<file path="src/rtl/send_data_fsm_pkg.sv">
// Shared encodings and frame constants for the UART telemetry sequencer.
package send_data_fsm_pkg;
  typedef enum logic [2:0] {
    IDLE      = 3'd0,
    LATCH     = 3'd1,
    START     = 3'd2,
    WAIT_ACK  = 3'd3,
    WAIT_DONE = 3'd4,
    GAP       = 3'd5
  } state_t;

  localparam int         FRAME_BYTES = 5;
  localparam logic [2:0] LAST_IDX    = 3'(FRAME_BYTES - 1);
  localparam int         FLAG_OVER   = 0;
  localparam int         FLAG_UNDER  = 1;
  localparam logic [7:0] DEF_HEADER  = 8'hAA;
endpackage

</file>
<file path="src/rtl/send_data_fsm_gap_timer.sv">
// Loadable down-counter timing the idle gap between frames.
module gap_timer #(
  parameter int GAP_CYCLES = 1000000
) (
  input  logic clk,
  input  logic reset,
  input  logic i_load,
  input  logic i_en,
  output logic o_zero
);
  localparam int W = (GAP_CYCLES > 1) ? $clog2(GAP_CYCLES) : 1;

  logic [W-1:0] r_cnt;

  always_ff @(posedge clk or negedge reset) begin
    if (!reset)                      r_cnt <= '0;
    else if (i_load)                 r_cnt <= W'(GAP_CYCLES - 1);
    else if (i_en && r_cnt != '0)    r_cnt <= r_cnt - W'(1);
  end

  assign o_zero = (r_cnt == '0);
endmodule

</file>
<file path="src/rtl/send_data_fsm.sv">
// Streams 5-byte telemetry frames (header, sample, flags, checksum) to the UART TX.
import send_data_fsm_pkg::*;

module send_data_fsm #(
  parameter int         DATA_W     = 16,
  parameter int         GAP_CYCLES = 1000000,
  parameter logic [7:0] HEADER     = DEF_HEADER
) (
  input  logic              clk,
  input  logic              reset,
  input  logic              en_send,
  input  logic              dis_send,
  input  logic [DATA_W-1:0] sample,
  input  logic [DATA_W-1:0] th_upper,
  input  logic [DATA_W-1:0] th_lower,
  input  logic              tx_busy,
  output logic [7:0]        tx_data,
  output logic              tx_start,
  output logic              streaming,
  output logic              alarm,
  output logic              frame_done
);
  state_t            r_state;
  logic [DATA_W-1:0] r_snap;
  logic [1:0]        r_flags;
  logic [7:0]        r_chk;
  logic [2:0]        r_idx;
  logic              r_run;
  logic [7:0]        r_tx_data;
  logic              r_tx_start;
  logic              r_alarm;
  logic              r_frame_done;

  logic [1:0] w_flags;
  logic [7:0] w_next_byte;
  logic [2:0] w_next_idx;
  logic       w_last_done;
  logic       w_gap_zero;

  // Flags are computed from the live inputs in LATCH, i.e. from the snapshot values.
  always_comb begin
    w_flags             = '0;
    w_flags[FLAG_OVER]  = sample > th_upper;
    w_flags[FLAG_UNDER] = sample < th_lower;
  end

  assign w_next_idx = r_idx + 3'd1;

  always_comb begin
    w_next_byte = HEADER;
    case (w_next_idx)
      3'd1:    w_next_byte = r_snap[15:8];
      3'd2:    w_next_byte = r_snap[7:0];
      3'd3:    w_next_byte = {6'b0, r_flags};
      3'd4:    w_next_byte = r_chk;
      default: w_next_byte = HEADER;
    endcase
  end

  assign w_last_done = (r_state == WAIT_DONE) && !tx_busy && (r_idx == LAST_IDX);

  gap_timer #(.GAP_CYCLES(GAP_CYCLES)) u_gap (
    .clk    (clk),
    .reset  (reset),
    .i_load (w_last_done),
    .i_en   (r_state == GAP),
    .o_zero (w_gap_zero)
  );

  always_ff @(posedge clk or negedge reset) begin
    if (!reset) begin
      r_state      <= IDLE;
      r_snap       <= '0;
      r_flags      <= '0;
      r_chk        <= '0;
      r_idx        <= '0;
      r_run        <= 1'b0;
      r_tx_data    <= '0;
      r_tx_start   <= 1'b0;
      r_alarm      <= 1'b0;
      r_frame_done <= 1'b0;
    end else begin
      r_tx_start   <= 1'b0;
      r_frame_done <= 1'b0;
      if (dis_send)     r_run <= 1'b0;
      else if (en_send) r_run <= 1'b1;

      case (r_state)
        IDLE: if (r_run) r_state <= LATCH;
        LATCH: begin
          r_snap     <= sample;
          r_flags    <= w_flags;
          r_chk      <= HEADER ^ sample[15:8] ^ sample[7:0] ^ {6'b0, w_flags};
          r_alarm    <= |w_flags;
          r_idx      <= '0;
          r_tx_data  <= HEADER;
          r_tx_start <= 1'b1;
          r_state    <= START;
        end
        START: r_state <= WAIT_ACK;
        WAIT_ACK: if (tx_busy) r_state <= WAIT_DONE;
        WAIT_DONE: begin
          if (!tx_busy) begin
            if (r_idx != LAST_IDX) begin
              r_idx      <= w_next_idx;
              r_tx_data  <= w_next_byte;
              r_tx_start <= 1'b1;
              r_state    <= START;
            end else begin
              r_frame_done <= 1'b1;
              r_state      <= r_run ? GAP : IDLE;
            end
          end
        end
        GAP: if (w_gap_zero) r_state <= r_run ? LATCH : IDLE;
        default: r_state <= IDLE;
      endcase
    end
  end

  assign tx_data    = r_tx_data;
  assign tx_start   = r_tx_start;
  assign streaming  = r_run;
  assign alarm      = r_alarm;
  assign frame_done = r_frame_done;
endmodule

</file>
<file path="config.mk">
export PLATFORM = sky130hd
export DESIGN_NAME = send_data_fsm
export DESIGN_NICKNAME = d
export VERILOG_FILES = /design/src/rtl/send_data_fsm_pkg.sv /design/src/rtl/send_data_fsm_gap_timer.sv /design/src/rtl/send_data_fsm.sv
export SDC_FILE = /design/constraint.sdc
export NUM_CORES = 1
export LEC_CHECK = 0
export ABC_AREA = 1
export CAP_MARGIN = 10
export CORE_UTILIZATION = 55
export CTS_CLUSTER_DIAMETER = 40
export DETAILED_ROUTE_END_ITERATION = 12
export PLACE_DENSITY_LB_ADDON = 0.1
export RECOVER_POWER = 25
export REMOVE_ABC_BUFFERS = 1
export SLEW_MARGIN = 0
export SYNTH_ARGS = -nofsm -noshare
export SYNTH_HDL_FRONTEND = slang
export SYNTH_SLANG_ARGS = --single-unit
export TNS_END_PERCENT = 1
</file>
<file path="constraint.sdc">
create_clock -name clk -period 2.4 [get_ports clk]
set_clock_uncertainty 0.15 [all_clocks]
set_input_delay 0.48 -clock clk [delete_from_list [all_inputs] [get_ports clk]]
set_output_delay 0.48 -clock clk [all_outputs]
set_load 0.01 [all_outputs]
</file>
==> impl_results.md, run 1 <==
* Synth Instances at 548
* Drt pass-1 iters at 4
* Via density at 5.23
* Hold path depth at 2
* Failing checks: max-capacitance violations, max-slew violations
* # IOs at 65
* Count leader, synth: nand2_1
* Hold_buf cts at 0
* Synth-to-layout area growth at 22.5%
* Hold Crit Class: reg -> reg
* Vias at 3801
* Htree depth at 3
* DRC at 0
* Worst Tran Pin Value at 1.55 ns
* Stages on worst setup path at 10
* Initial antenna violation count at 0
* Post-synth top cells: 131 x nand2_1, 83 x inv_1, 64 x dfrtp_1
* Largest delay share family, worst path: simple AND/OR/NAND/NOR gates
* CP max stage cell: clkdlybuf4s50_1
* Worst Path Max Fanout at 4
* TritonCTS buffer count at 9
* Post-route cell area at 5170 sq um
* Slew Viols, Final at 65
* Dpl ws at -0.0313 ns
* Min cycle time layout at 2.04 ns
* Hold Slack at 0.327 ns
* Clock sinks at 64
* Cell mode on critical path: nand2_1
* Share of cells above drive strength 1 at 7.48%
* Number of buffers added on ports at 64
* Leakage at 2.58 nW
* Largest net degree at the start of global routing at 65
* Area post-placement at 4990 sq um
* Fill cell count at 553
* Clk_lat worst skew at 0.34 ns
* Seq cells post-synth at 64
* Syn Area/Cell at 7.70 sq um
* CP peak stage delay at 0.50 ns
* DRT antenna net count at 0
* Critical Path Start Type: input port
* Peak VDD IR at 0.420 mV
* Largest cells by area after synthesis: dfrtp_1 38%, nand2_1 12%, ha_1 12%
* Register area share after synthesis at 37.9%
* RSZ-0062 raised after global routing: no
* Fmax achieved at 0.489 GHz
* Vias in the first global route at 3701
* Core Box Area at 7330 sq um
* Async SR Flop Fraction at 100%
* Avg WL per Cell at 13.4 microns
* Initial core utilization at 57.6%
* First-pass GRT wire length at 16500 microns
* Setup TNS Final at 0 ns
* Height of the die at 89.6 microns
* Status: finished, violations left
* Final Setup Violations at 0
* Library cells used by synthesis at 42
* Initial detailed-routing violation count at 201
* Critical path buffers and inverters at 1
* CTS tree: done
* Clock Tree Root: clkbuf_8
* Ant diodes at 0
* MaxCap Viol Count at 1
* Period utilization at 85.2%
* # resized after CTS at 0
* Dpl cells at 711
* Total Power at 4.55 mW
* Detail Placement HPWL at 7750 microns
* Most area-hungry cell type in the Yosys netlist: dfrtp_1
* CP Capture Type: flip-flop
* Worst EP required at 2.48 ns
* All-Layer GR Usage at 27.4%
* Layout Cells excl Fill at 727
* Area fraction of the dominant cell type after synthesis at 37.9%
* Synth Flop Type: dfrtp_1
* Grt total ovfl at 0
* Die W at 89.6 microns
* PD cells at 880 nW/um^2
* Nets at 715
* Type of the worst setup path: in -> reg
* Post-CTS Setup Inserts at 0
* GPL Wtd Cong at 0.933
* Die area at 8030 sq um
* Ys Warns at 0
* Final core occ at 70.5%
* Post-synth EDFFs at 0
* Setup ws final at 0.356 ns
* Bufs on Longest Clock Path at 2
* Max_slew headroom at -3.21%
* Crit path DAT at 2.13 ns
* Row count at 31
* Post-Route WL at 9760 microns
* Fin. Hold Viols at 0
* Worst-path cell chain: clkdlybuf4s50_1, ha_1, nand2_1, nor2_1, nor3_1, nand2_1, nand2_1, nand3_1, nand3_1, nand2_1
* Synth Cell Area at 4220 sq um
* Worst-path clk slew at 0.07 ns
* R2R depth at 9
## logic make-up (layout without fill, tap and decap cells)
family / Yosys count / after routing / synth area share, %
buf+inv: 98 / 178 / 9.52
fa+ha+maj: 39 / 39 / 11.6
simple gates: 243 / 243 / 25.9
flops: 64 / 64 / 37.9
xor+xnor: 13 / 13 / 2.70
compound gates: 91 / 91 / 12.3
## worst paths after layout
| kind | startpoint | to | slack (ns) |
|---|---|---|---|
| worst max-delay path | sample[7] | r_chk[1]$_DFFE_PN0N_ | 0.36 |
| worst min-delay path | r_snap[5]$_DFFE_PN0N_ | r_snap[5]$_DFFE_PN0N_ | 0.33 |
| min in group asynchronous | reset | u_gap.r_cnt[6]$_DFFE_PN0P_ | 0.45 |
| max in group asynchronous | reset | r_snap[7]$_DFFE_PN0N_ | 0.73 |
| worst max register to register | u_gap.r_cnt[5]$_DFFE_PN0P_ | u_gap.r_cnt[16]$_DFFE_PN0P_ | 0.37 |
| worst min register to register | r_snap[5]$_DFFE_PN0N_ | r_snap[5]$_DFFE_PN0N_ | 0.33 |
## layer usage
layer | routed length (microns) | global-route usage (%) | vias up
met5 | 0 | 0 | -
met4 | 331 | 16.5 | 0
met3 | 309 | 3.84 | 25
met2 | 4950 | 47.7 | 104
met1 | 4170 | 32.1 | 1742
li1 | - | - | 1930
## where the power goes
part	total, mW	switching [mW]	internal (mW)
Clock	0.904	0.423	0.480
Sequential	1.74	0.261	1.48
Combinational	1.90	1.16	0.747
Total	4.55	1.84	2.71
## tightest hold or removal path, stage by stage, from the launching register on
cell and delay (ns):
dfrtp_1 0.35, nand2_1 0.05, nand2_1 0.05
## flip-flops by register name (all words and copies together), names as in the netlist, 2 cells and up
signal,count
u_gap.r_cnt,20
r_snap,16
r_chk,8
tx_data,8
r_idx,3
r_state,3
r_flags,2
## area by class of cell
class	instances	area [sq um]	share of cell area [%]
clock inverters	5	57.6	1.11
repair buffers	73	701	13.6
flip-flops and latches	64	1600	31.0
multi-input cells	386	2220	42.9
well taps	99	124	2.40
clock buffers	11	131	2.54
inverters	89	337	6.51
## placed cells by master (no fill, tap or decap), drive strengths merged
cell type      instances
a211oi                 1
a21o                   1
a21oi                 19
a221oi                 1
a22o                   4
a31oi                  1
buf                    9
bufinv                 1
clkbuf                12
clkdlybuf4s50         63
clkinv                 4
dfrtp                 64
ha                    39
inv                   89
nand2                136
nand3                 28
nand3b                 5
nand4                 11
nor2                  55
nor3                   6
o2111ai                1
o21ai                 53
o221ai                 4
o22a                   1
o22ai                  3
o31ai                  2
or2                    2
xnor2                  3
xor2                  10
Note: power is estimated with default switching activity, not from simulation.
==> run 2: changes to the inputs <==
- GPL_TIMING_DRIVEN: unset -> 0
==> impl_results.md, run 2 (synthesis gave the netlist of run 1 again) <==
* Initial core utilization at 57.6% (unchanged)
* Total Power at 4.76 mW (+4.6%)
* Dpl cells at 702 (-1.3%)
* DRT antenna net count at 0 (unchanged)
* Die area at 8030 sq um (unchanged)
* Max_slew headroom at -2.30% (+0.92 points)
* Min cycle time layout at 2.25 ns (+0.210 ns)
* Vias at 3776 (-0.66%)
* CP max stage cell: dfrtp_1
* Final Setup Violations at 0 (unchanged)
* Post-route cell area at 5170 sq um (about the same)
* Top reg by flops: u_gap.r_cnt
* Initial detailed-routing violation count at 172 (-14%)
* All-Layer GR Usage at 27.2% (-0.23 points)
* Fmax achieved at 0.444 GHz (-9.3%)
* Area post-placement at 4920 sq um (-1.6%)
* Clock Tree Root: clkbuf_8
* Setup TNS Final at 0 ns (unchanged)
* Vias in the first global route at 3663 (-1.0%)
* Ant diodes at 0 (unchanged)
* Crit path DAT at 2.38 ns (+0.25 ns)
* Number of flip-flops in the largest register at 20 (unchanged)
* Fill cell count at 594 (+7.4%)
* Most common cell after layout, fill and taps aside: nand2_1
* Worst-path cell chain: inv_2, or2_4, nor2_4, inv_2, nand2_8, nand2_4, nor2_8, a22o_1
* Largest net degree at the start of global routing at 65 (unchanged)
* Clk_lat worst skew at 0.34 ns (about the same)
* Worst-path clk slew at 0.07 ns (about the same)
* Via density at 5.26 (+0.59%)
* Row count at 31 (unchanged)
* Detail Placement HPWL at 7430 microns (-4.1%)
* Setup ws final at 0.145 ns (-0.210 ns)
* Cell mode on critical path: inv_2
* Core Box Area at 7330 sq um (unchanged)
* GPL Wtd Cong at 0.933 (about the same)
* Avg WL per Cell at 13.6 microns (+1.1%)
* RSZ-0062 raised after global routing: no
* Period utilization at 93.9% (+8.8 points)
* Synth-to-layout area growth at 22.4% (about the same)
* Critical Path Start Type: flip-flop
* Htree depth at 3 (unchanged)
* Die W at 89.6 microns (unchanged)
* Leakage at 2.56 nW (-0.62%)
* Number of buffers added on ports at 64 (unchanged)
* Post-Route WL at 9740 microns (-0.18%)
* Worst Path Max Fanout at 21 (+17)
* TritonCTS buffer count at 9 (unchanged)
* Initial antenna violation count at 0 (unchanged)
* # IOs at 65 (unchanged)
* Bufs on Longest Clock Path at 2 (unchanged)
* Top Registers: u_gap.r_cnt: 20 flops, r_snap: 16 flops
* Peak VDD IR at 0.358 mV (-15%)
* Most frequent cells in the layout: 130 x nand2_1, 83 x inv_1, 64 x dfrtp_1
* Worst EP required at 2.53 ns (+0.05 ns)
* Hold Crit Class: reg -> reg
* Height of the die at 89.6 microns (unchanged)
* PD cells at 921 nW/um^2 (+4.6%)
* Fin. Hold Viols at 0 (unchanged)
* CTS tree: done
* Nets at 707 (-1.1%)
* Grt total ovfl at 0 (unchanged)
* Slew Viols, Final at 65 (unchanged)
* CP Capture Type: flip-flop
* Layout Cells excl Fill at 718 (-1.2%)
* Clock sinks at 64 (unchanged)
* Dpl ws at -0.0986 ns (-0.0673 ns)
* DRC at 0 (unchanged)
* Status: finished, violations left
* Worst Tran Pin Value at 1.53 ns (-0.0138 ns)
* First-pass GRT wire length at 16400 microns (-1.1%)
* Share of cells above drive strength 1 at 6.62% (-0.86 points)
* Failing checks: max-capacitance violations, max-slew violations
* Final core occ at 70.5% (about the same)
* CP peak stage delay at 0.46 ns (-0.04 ns)
* MaxCap Viol Count at 1 (unchanged)
* Drt pass-1 iters at 4 (unchanged)
* Type of the worst setup path: reg -> reg
* Hold Slack at 0.336 ns (+0.00927 ns)
==> run 2: changes by cell type in the layout (fill, tap and decap cells not counted), moves of 2 or more <==
cell      before  now
buf_4          8    0
clkbuf_1       2    0
clkbuf_8       9   13
clkinv_2       2    0
clkinv_4       2    0
==> run 2: layout make-up <==
| cell class | count | area [sq um] | share of cell area [%] |
|---|---|---|---|
| Clock inverter | 2 | 60.1 | 1.16 |
| Sequential cell | 64 | 1600 | 31.0 |
| Multi-Input combinational cell | 387 | 2230 | 43.2 |
| Tap cell | 99 | 124 | 2.40 |
| Clock buffer | 13 | 179 | 3.46 |
| Timing Repair Buffer | 64 | 636 | 12.3 |
| Inverter | 89 | 337 | 6.51 |
==> run 2: layer usage <==
layer / vias up / share of wire (%) / GRT usage, %
li1: 1917 / - / -
met1: 1747 / 42 / 31.5
met2: 96 / 52 / 49.0
met3: 16 / 3.7 / 4.94
met4: 0 / 2.4 / 11.8
met5: - / 0 / 0
==> run 2: path summary, 6_finish.rpt <==
check / from / to / slack, ns / cells after the start
min in group asynchronous: reset / u_gap.r_cnt[9]$_DFFE_PN0P_ / 0.36 / 1
max reg2reg: r_state[0]$_DFFE_PN0P_ / tx_data[2]$_DFFE_PN0P_ / 0.15 / 8
min: r_snap[5]$_DFFE_PN0N_ / r_snap[5]$_DFFE_PN0N_ / 0.34 / 2
max in group asynchronous: reset / r_idx[0]$_DFFE_PN0P_ / 0.82 / 1
max: r_state[0]$_DFFE_PN0P_ / tx_data[2]$_DFFE_PN0P_ / 0.15 / 8
min reg2reg: r_snap[5]$_DFFE_PN0N_ / r_snap[5]$_DFFE_PN0N_ / 0.34 / 2
==> run 2: power breakdown <==
part / total, mW / switching [mW] / leakage, nW / internal, mW
logic: 1.90 / 1.17 / 1.66 / 0.729
clock network: 1.10 / 0.410 / 0.122 / 0.693
registers: 1.76 / 0.275 / 0.786 / 1.48
total: 4.76 / 1.85 / 2.56 / 2.91
==> run 2: repair_timing <==
item | 4_1_cts | 5_1_grt
setup endpoints to repair | 9 | 6
hold buffers | 0 | 0
resized for setup | 1 | 1
setup buffers | 0 | 0
gates cloned | 1 | 0
pin swaps | 1 | 1
endpoints found under the hold margin | 0 | 0
==> run 2: critical path, delay by kind of cell (launching register included) <==
| kind | cells | cell delay, ns |
|---|---|---|
| AO/OA/AOI/OAI | 1 | 0.15 |
| AND/OR/NAND/NOR | 5 | 1.03 |
| flip-flops | 1 | 0.46 |
| buffers and inverters | 2 | 0.38 |
